### src/rtl/reg_writeback_pkg.sv
// Shared widths and load-queue entry layout for the register-file write-back block.
package reg_writeback_pkg;

    localparam int XLEN     = 32;
    localparam int REG_AW   = 5;
    localparam int LQ_DEPTH = 2;

    typedef struct packed {
        logic              valid;
        logic              filled;
        logic [REG_AW-1:0] rd;
        logic [XLEN-1:0]   data;
    } lq_entry_t;

endpackage

### src/rtl/reg_writeback_lq_fifo.sv
// Two-entry in-order load queue: push at tail, fill the oldest unfilled entry, pop head.
module reg_writeback_lq_fifo
    import reg_writeback_pkg::*;
#(
    parameter int DEPTH = 2
) (
    input  logic              clk,
    input  logic              rst,
    input  logic              i_push,
    input  logic [REG_AW-1:0] i_push_rd,
    input  logic              i_rsp_valid,
    input  logic [XLEN-1:0]   i_rsp_data,
    input  logic              i_pop,
    output logic              o_ready,
    output lq_entry_t         o_head,
    output logic              o_younger_valid,
    output logic [REG_AW-1:0] o_younger_rd,
    output logic              o_rsp_err
);

    lq_entry_t  r_q [DEPTH];
    logic       r_head;
    logic       r_tail;
    logic [1:0] r_count;

    lq_entry_t  w_young;
    logic       w_push_acc;
    logic       w_fill_head;
    logic       w_fill_young;

    assign o_ready         = (r_count != 2'(DEPTH));
    assign o_head          = r_q[r_head];
    assign w_young         = r_q[~r_head];
    assign o_younger_valid = w_young.valid;
    assign o_younger_rd    = w_young.rd;

    assign w_push_acc = i_push & o_ready;

    // Only entries present at cycle start can be filled, so a same-cycle push is never matched.
    assign w_fill_head  = i_rsp_valid & o_head.valid & ~o_head.filled;
    assign w_fill_young = i_rsp_valid & ~w_fill_head & w_young.valid & ~w_young.filled;
    assign o_rsp_err    = i_rsp_valid & ~w_fill_head & ~w_fill_young;

    // Push, fill and pop always touch distinct entries, so they can share one cycle.
    always_ff @(posedge clk) begin
        if (rst) begin
            r_head  <= 1'b0;
            r_tail  <= 1'b0;
            r_count <= 2'd0;
            for (int i = 0; i < DEPTH; i++) begin
                r_q[i].valid  <= 1'b0;
                r_q[i].filled <= 1'b0;
            end
        end else begin
            if (w_push_acc) begin
                r_q[r_tail].valid  <= 1'b1;
                r_q[r_tail].filled <= 1'b0;
                r_q[r_tail].rd     <= i_push_rd;
                r_tail             <= ~r_tail;
            end
            if (w_fill_head) begin
                r_q[r_head].filled <= 1'b1;
                r_q[r_head].data   <= i_rsp_data;
            end
            if (w_fill_young) begin
                r_q[~r_head].filled <= 1'b1;
                r_q[~r_head].data   <= i_rsp_data;
            end
            if (i_pop) begin
                r_q[r_head].valid  <= 1'b0;
                r_q[r_head].filled <= 1'b0;
                r_head             <= ~r_head;
            end
            case ({w_push_acc, i_pop})
                2'b10:   r_count <= r_count + 2'd1;
                2'b01:   r_count <= r_count - 2'd1;
                default: r_count <= r_count;
            endcase
        end
    end

endmodule

### src/rtl/reg_writeback.sv
// Register-file write-port owner: ALU results win the port, in-order load returns fill the gaps.
module reg_writeback #(
    parameter int LQ_DEPTH = 2
) (
    input  logic                                 clk,
    input  logic                                 rst,
    input  logic                                 alu_we,
    input  logic [reg_writeback_pkg::REG_AW-1:0] alu_rd,
    input  logic [reg_writeback_pkg::XLEN-1:0]   alu_data,
    input  logic                                 ld_issue,
    input  logic [reg_writeback_pkg::REG_AW-1:0] ld_rd,
    output logic                                 ld_ready,
    input  logic                                 ld_rsp_valid,
    input  logic [reg_writeback_pkg::XLEN-1:0]   ld_rsp_data,
    output logic                                 w_we,
    output logic [reg_writeback_pkg::REG_AW-1:0] w_addr,
    output logic [reg_writeback_pkg::XLEN-1:0]   w_data,
    output logic [31:0]                          busy,
    output logic                                 ld_err
);

    import reg_writeback_pkg::*;

    lq_entry_t         w_head;
    logic              w_young_valid;
    logic [REG_AW-1:0] w_young_rd;
    logic              w_lq_ready;
    logic              w_rsp_err;
    logic              w_issue_acc;
    logic              w_pop;
    logic              w_hold_busy;
    logic [31:0]       w_busy_nxt;

    logic              r_we;
    logic [REG_AW-1:0] r_addr;
    logic [XLEN-1:0]   r_data;
    logic [31:0]       r_busy;
    logic              r_err;

    reg_writeback_lq_fifo #(
        .DEPTH (LQ_DEPTH)
    ) u_lq (
        .clk             (clk),
        .rst             (rst),
        .i_push          (ld_issue),
        .i_push_rd       (ld_rd),
        .i_rsp_valid     (ld_rsp_valid),
        .i_rsp_data      (ld_rsp_data),
        .i_pop           (w_pop),
        .o_ready         (w_lq_ready),
        .o_head          (w_head),
        .o_younger_valid (w_young_valid),
        .o_younger_rd    (w_young_rd),
        .o_rsp_err       (w_rsp_err)
    );

    assign ld_ready    = w_lq_ready;
    assign w_issue_acc = ld_issue & w_lq_ready;
    assign w_pop       = ~alu_we & w_head.valid & w_head.filled;

    // Another outstanding load to the same register keeps it busy past this retire.
    assign w_hold_busy = (w_issue_acc && (ld_rd == w_head.rd)) ||
                         (w_young_valid && (w_young_rd == w_head.rd));

    always_comb begin
        w_busy_nxt = r_busy;
        if (w_pop && !w_hold_busy) begin
            w_busy_nxt[w_head.rd] = 1'b0;
        end
        if (w_issue_acc) begin
            w_busy_nxt[ld_rd] = 1'b1;
        end
        w_busy_nxt[0] = 1'b0;
    end

    always_ff @(posedge clk) begin
        if (rst) begin
            r_we   <= 1'b0;
            r_addr <= '0;
            r_data <= '0;
            r_busy <= '0;
            r_err  <= 1'b0;
        end else begin
            r_busy <= w_busy_nxt;
            r_err  <= r_err | (ld_issue & ~w_lq_ready) | w_rsp_err;
            if (alu_we) begin
                r_we   <= (alu_rd != '0);
                r_addr <= alu_rd;
                r_data <= alu_data;
            end else if (w_pop) begin
                r_we   <= (w_head.rd != '0);
                r_addr <= w_head.rd;
                r_data <= w_head.data;
            end else begin
                r_we   <= 1'b0;
            end
        end
    end

    assign w_we   = r_we;
    assign w_addr = r_addr;
    assign w_data = r_data;
    assign busy   = r_busy;
    assign ld_err = r_err;

endmodule

### config.mk
export PLATFORM = sky130hd
export DESIGN_NAME = reg_writeback
export DESIGN_NICKNAME = d
export VERILOG_FILES = /design/src/rtl/reg_writeback_pkg.sv /design/src/rtl/reg_writeback_lq_fifo.sv /design/src/rtl/reg_writeback.sv
export SDC_FILE = /design/constraint.sdc
export NUM_CORES = 1
export LEC_CHECK = 0
export ABC_CLOCK_PERIOD_IN_PS = 2900
export CAP_MARGIN = 30
export CORE_ASPECT_RATIO = 2
export CORE_UTILIZATION = 35
export DETAILED_ROUTE_END_ITERATION = 8
export PLACE_DENSITY_LB_ADDON = 0.08
export SETUP_SLACK_MARGIN = 0.2
export SLEW_MARGIN = 40
export SYNTH_ARGS = -nofsm -noshare
export SYNTH_HDL_FRONTEND = slang
export SYNTH_SLANG_ARGS = --single-unit
export TNS_END_PERCENT = 100
### constraint.sdc
create_clock -name clk -period 2.9 [get_ports clk]
set_input_delay 0.29 -clock clk [delete_from_list [all_inputs] [get_ports clk]]
set_output_delay 0.29 -clock clk [all_outputs]
set_load 0.01 [all_outputs]
# After elaboration in Yosys (flattened, before gate mapping)
# Memories as Yosys holds them, arrays and structs flattened. A register that Yosys moved wholly into a read port is not among the register bits.
# Index checks and enable logic that the tools add are counted.
word_totals:
  output_inout_bits: 72
  wordCells: 94
  mem_count: 1
  register_bits: 75
  mem_bits_rw: 78
  inputBits: 79
classes:
  muxes: 36
  n_reduce_logical: 13
  order_cmp: 4
  bitwise: 24
  addsub: 2
  eq_ne: 5
memory_table:
  columns: ["name", "depth", "width", "read_ports", "rd_ports_with_merged_regs", "wr", "line_no", "rtl"]
  rows:
  - ["u_lq.r_q", 2, 39, 2, 1, 3, "reg_writeback_lq_fifo.sv:21", "lq_entry_t r_q [DEPTH];"]
ops:
  columns: ["op", "n"]
  rows:
  - ["2-to-1 mux 32 bit", 4]
  - ["2-to-1 mux 39 bit", 2]
  - ["OR reduction 39 bit", 2]
  - ["AND 32 bit", 1]
  - ["NOT 32 bit", 1]
  - ["bitwise OR 32 bit", 1]
  - ["2-to-1 mux 1 bit", 23]
  - ["< comparator 5 x 6 -> 1 bit, second input constant", 2]
  - ["AND 1 bit", 10]
  - ["demux 1 bit (select 5 bit)", 2]
  - ["equality test 5 bit", 2]
  - [">= comparator 5 x 1 -> 1 bit, second input constant", 2]
  - ["2-to-1 mux 5 bit", 2]
  - ["nonzero test 5 bit", 2]
  - ["NOT 1 bit", 8]
  - ["logical AND 1 bit", 5]
  - ["2-to-1 mux 4 bit", 1]
  - ["case mux 2 bit (2 select lines)", 1]
  - ["nonzero test 2 bit", 2]
  - ["2-to-1 mux 3 bit", 1]
  - ["bitwise OR 1 bit", 3]
  - ["adder 2 x 1 -> 2 bit, second input constant", 1]
  - ["equality test 2 x 1 -> 1 bit, second input constant", 1]
  - ["equality test 2 bit, second input constant", 1]
  - ["4 further kinds", 4]

# Depth between registers and ports, before layout
# An unclocked memory read counts as a cell.
depth:
  word_depth: 10
  depth_mapped: 9
  ltp_nobuf: 8

# Cells and area by module
# From an unflattened synthesis, not the netlist that was laid out.
unflattened:
  cells_unflattened: 573
  hier_area_um2: 7079.3
by_module_without_submodules:
  columns: ["module", "n_inst", "area_each_um2", "cells_per_inst", "seq_area_each_um2"]
  rows:
  - ["reg_writeback", 1, 3806.2, 388, 1401.3]
  - ["reg_writeback_lq_fifo", 1, 3273.1, 185, 2402.3]

# Worst setup path before layout
# OpenSTA, ideal clock, no wires.
synth_timing:
  path_type: "register to register"
  startpoint: "reg with a tool-made name"
  endpoint: "mem u_lq.r_q[0][0] in the netlist's numbering (enable)"
  t_required_ps: 2466
  setup_ps: 434
  n_path_buf: 1
  t_arrival_ps: 2759
  setup_slack_ps: -292
  period_less_slack_ps: 3192
  stages_incl_launch_ff: 6
  path_cell_list: "dfxtp_1 -> buf_6 -> or3b_2 -> o21ai_0 -> nand2b_1 -> a21oi_1"
synth_rtl:
  columns: ["item", "line_no"]
  rows:
  - ["end: declaration", "reg_writeback_lq_fifo.sv:21"]

==> key figures <==
STA
  – Highest clock rate: 415 MHz
  – Setup Total Neg Slack: 0 ns
  – Final hold vios: 0
  – Clock Skew: 0.00818 ns
  – Max_slew headroom: 50.3%
  – Slew Limit Fails: 0
  – Fin crit share: 83.2%
  – Final number of setup-violating endpoints: 0
  – Worst Tran Pin Value: 0.745 ns
  – Crit path time final: ~2.4 ns
  – Worst setup margin: 0.488 ns
  – Unrepaired setup endpoints after global routing: false

Floorplanning
  – Initial Util: 36.0%
  – Die height: about 200 µm
  – Core Region: 18400 µm²
  – Die ar.: 19500 µm²
  – # rows: 70
  – Die outline width: slightly below 100 µm
  – IO Pins: approximately 150

Setup path
  – Crit path required time: around 3.2 ns
  – Crit path launch type: flop
  – Critical path class: flop to flop
  – Crit path max-delay family: simple AND/OR/NAND/NOR gates
  – Flop2flop setup slack: 0.49 ns
  – Slowest library cell on the worst path: dfxtp_2
  – Crit end category: flop
  – Crit-path cells: nand3b_1, nand2_2, nand2b_1, clkinv_1, ha_1, or3_1, a21oi_1
  – Crit-path max FO: 20
  – Slowest stage delay, CP: roughly 0.59 ns
  – Crit path DAT: 2.75 ns
  – Critical path buffers and inverters: 1

Pwr
  – Leak Pwr: 2.95 nW
  – Clock power share: between 40% and 50%
  – Switching Share: a little under a quarter
  – Pwr Density: 580 nW/µm²
  – Share of power burned in registers: a little under half
  – Int Power: 0.00398 W
  – Peak supply drop: between 0.3 and 0.4 mV
  – P_sw: 0.00118 W
  – Combinational Power Share: between 10% and 20%

Clock tree
  – CTS tree: yes
  – Clock Latency Late Sink: roughly 0.42 ns
  – CTS H-tree depth: 4
  – Post-cts hold buffer count: 0
  – Clk buf depth: 2
  – CTS clock-pin slew for the worst setup and hold paths: about 0.06 ns
  – Clock root cell: clkbuf_16
  – Post-CTS sizing: 0
  – CTS Sinks: between 150 and 200
  – TritonCTS Buffers: 17
  – Post-CTS setup buffer count: 0

Synthesis
  – Syn_nets: slightly above 700
  – Yosys reg bits: around 150
  – Most area-consuming cells after synthesis: edfxtp_1 34%, dfxtp_1 24%, mux2i_1 6.5%
  – EDFF count, synth: 74
  – Register area share after synthesis: between 50% and 60%
  – Mux cell area share after synthesis: under 10%
  – Synth Warn #: 0
  – Post-synthesis average cell area: roughly 11 µm²
  – Asr flop ratio synth: 0%
  – Cells after synthesis: 624
  – Synth Area in Compound Gates: between 10 and 15%
  – Post-Synth Simple-Gate Area: around 15%
  – Synth top area share: around a third
  – Biggest area consumer among synthesized cells: edfxtp_1
  – Main combinational cell family by area after synthesis: simple AND/OR/NAND/NOR gates
  – Area share of fa/ha/maj cells after synthesis: 0.189%
  – Synth cell types: 40
  – Xor-xnor portion of the synthesized cell area: 2.08%
  – Ys flop type: dfxtp_1
  – Mapped cell area: 6620 µm²

GRT
  – Initial antenna violation count: 2
  – Overall Global Routing Usage: just under 20%
  – Total gr overflow: 0
  – Vias in the first global route: 5328
  – Pin count of the biggest net entering global routing: approximately 70
  – First-pass GRT wire length: ~29000 µm

Layout
  – Layout Nets: roughly 840
  – Multi-input gate area in the final layout: roughly 2600 µm²
  – Most common cell after layout, fill and taps aside: clkdlybuf4s50_1
  – Area grow syn2layout: 34.4%
  – Fin cells: roughly 1000
  – Sequential cell area: roughly 3800 µm²
  – Post-route cell area: between 8000 and 9000 µm²
  – Share of cells above drive strength 1: 7.35%
  – FILL cells: 1716
  – Most frequent cells in the layout: 147 x clkdlybuf4s50_1, 80 x nor2_1, 78 x dfxtp_1, 76 x a21oi_1, 74 x edfxtp_1

Placed design
  – IO buf count: roughly 150
  – GPL Wtd Cong: about 0.89
  – Placed cell area: between 8000 and 9000 µm²
  – Hpwl dp: roughly 14000 µm
  – Place WS: around 0.5 ns
  – Placed cells: around 960

Flow run
  – Max_cap viols: 0

Detailed routing
  – ANT nets after route: 0
  – 1st-iter DRT viols: about 170
  – Routed WL per cell: 18.7 µm
  – Drt pass-1 iters: 4
  – Met1 Wirelength: approximately 6300 µm
  – Via count: roughly 5300
  – Topmost layer with routed signal wires: met5
  – Residual DRC: 0
  – Routed WL: 18600 µm
  – Routed met2 length: about 11000 µm
  – Via density: between 5 and 6
  – Routed length on met3: about 730 µm

Worst hold path
  – Worst hold path type: input pin to flop

Outcome
  – Outcome: complete, no violations
==> registers in the layout, indices dropped and copies added (netlist names), named ones only <==
name          count
u_lq.r_head       1
busy             31
ld_err            1
u_lq.r_q         78
w_data           32
w_addr            5
u_lq.r_count      2
w_we              1
u_lq.r_tail       1
==> path summary, 6_finish.rpt <==
kind,endpoint,depth (start not counted),start
worst min register to register,busy[15]$_SDFF_PP0_,2,busy[15]$_SDFF_PP0_
worst max-delay path,u_lq.r_count[1]$_SDFFE_PP0P_,7,flop
worst min-delay path,ld_err$_SDFF_PP0_,2,rst
worst max register to register,u_lq.r_count[1]$_SDFFE_PP0P_,7,flop
==> power by group through the flow <==
stage                     combinational (W)  sequential [W]  clock (W)
after floorplan                    0.000241         0.00245          0
after global routing               0.000580         0.00241    0.00235
after detailed placement           0.000536         0.00245          0
final                              0.000532         0.00240    0.00223
after global placement             0.000530         0.00245          0
after CTS                          0.000539         0.00240    0.00228
==> cell families after synthesis <==
family | count (synthesis)
AOI/OAI and AO/OA | 156
xor gates and xnor gates | 14
adders and majority gates | 1
buffers and inverters | 46
DFF | 153
muxes | 46
other | 1
and+or+nand+nor | 207
==> per-layer routing <==
layer | vias up | global-route usage, %
met5 | - | 0
met4 | 2 | 11.8
met3 | 51 | 4.15
met2 | 170 | 37.7
met1 | 2525 | 18.5
li1 | 2569 | -
==> cell usage after synthesis (2+ instances only) <==
cell      instances
xor2_1            8
or3_1             4
xnor2_1           4
xnor2_2           2
buf_6             4
buf_2            11
nand3b_1          6
mux2i_1          43
nor3_1            4
clkbuf_1         19
a31oi_1          31
nand2_1          48
a221oi_1          2
a211o_1          32
nor4_1            2
dfxtp_1          79
mux2_4            3
a21oi_1          77
nand4_1           3
o32a_1            2
or3b_2            2
nor3b_1          28
o21ai_0          10
clkinv_1          2
nor2_1           81
buf_1             5
nor2b_1           6
edfxtp_1         74
inv_1             4
nand2b_1          4
nand3_1          15
==> metrics by stage <==
stage,total power [W],utilization (%),hold slack (ns)
after floorplan,0.00269,-,0.389
after global placement,0.00298,45.1,0.487
after detailed placement,0.00298,45.1,0.501
after CTS,0.00522,48.4,0.167
after global routing,0.00534,48.4,0.183
final,0.00516,48.4,0.188
==> worst reg2reg max path, delay by kind of cell (launching register included) <==
| kind | cells | cell delay, ns |
|---|---|---|
| adders and majority gates | 1 | 0.40 |
| AOI/OAI and AO/OA | 1 | 0.15 |
| DFF | 1 | 0.59 |
| buffers and inverters | 1 | 0.27 |
| and+or+nand+nor | 4 | 0.92 |
==> area by class of cell <==
cell class | instances | area share [%]
clock buffers | 21 | 5.40
diodes | 1 | 0.0281
inverters | 6 | 0.253
well taps | 216 | 3.04
clock inverters | 11 | 1.34
repair buffers | 159 | 17.8
flip-flops and latches | 153 | 42.8
multi-input cells | 425 | 29.4
(Power assumes the default switching activity.)
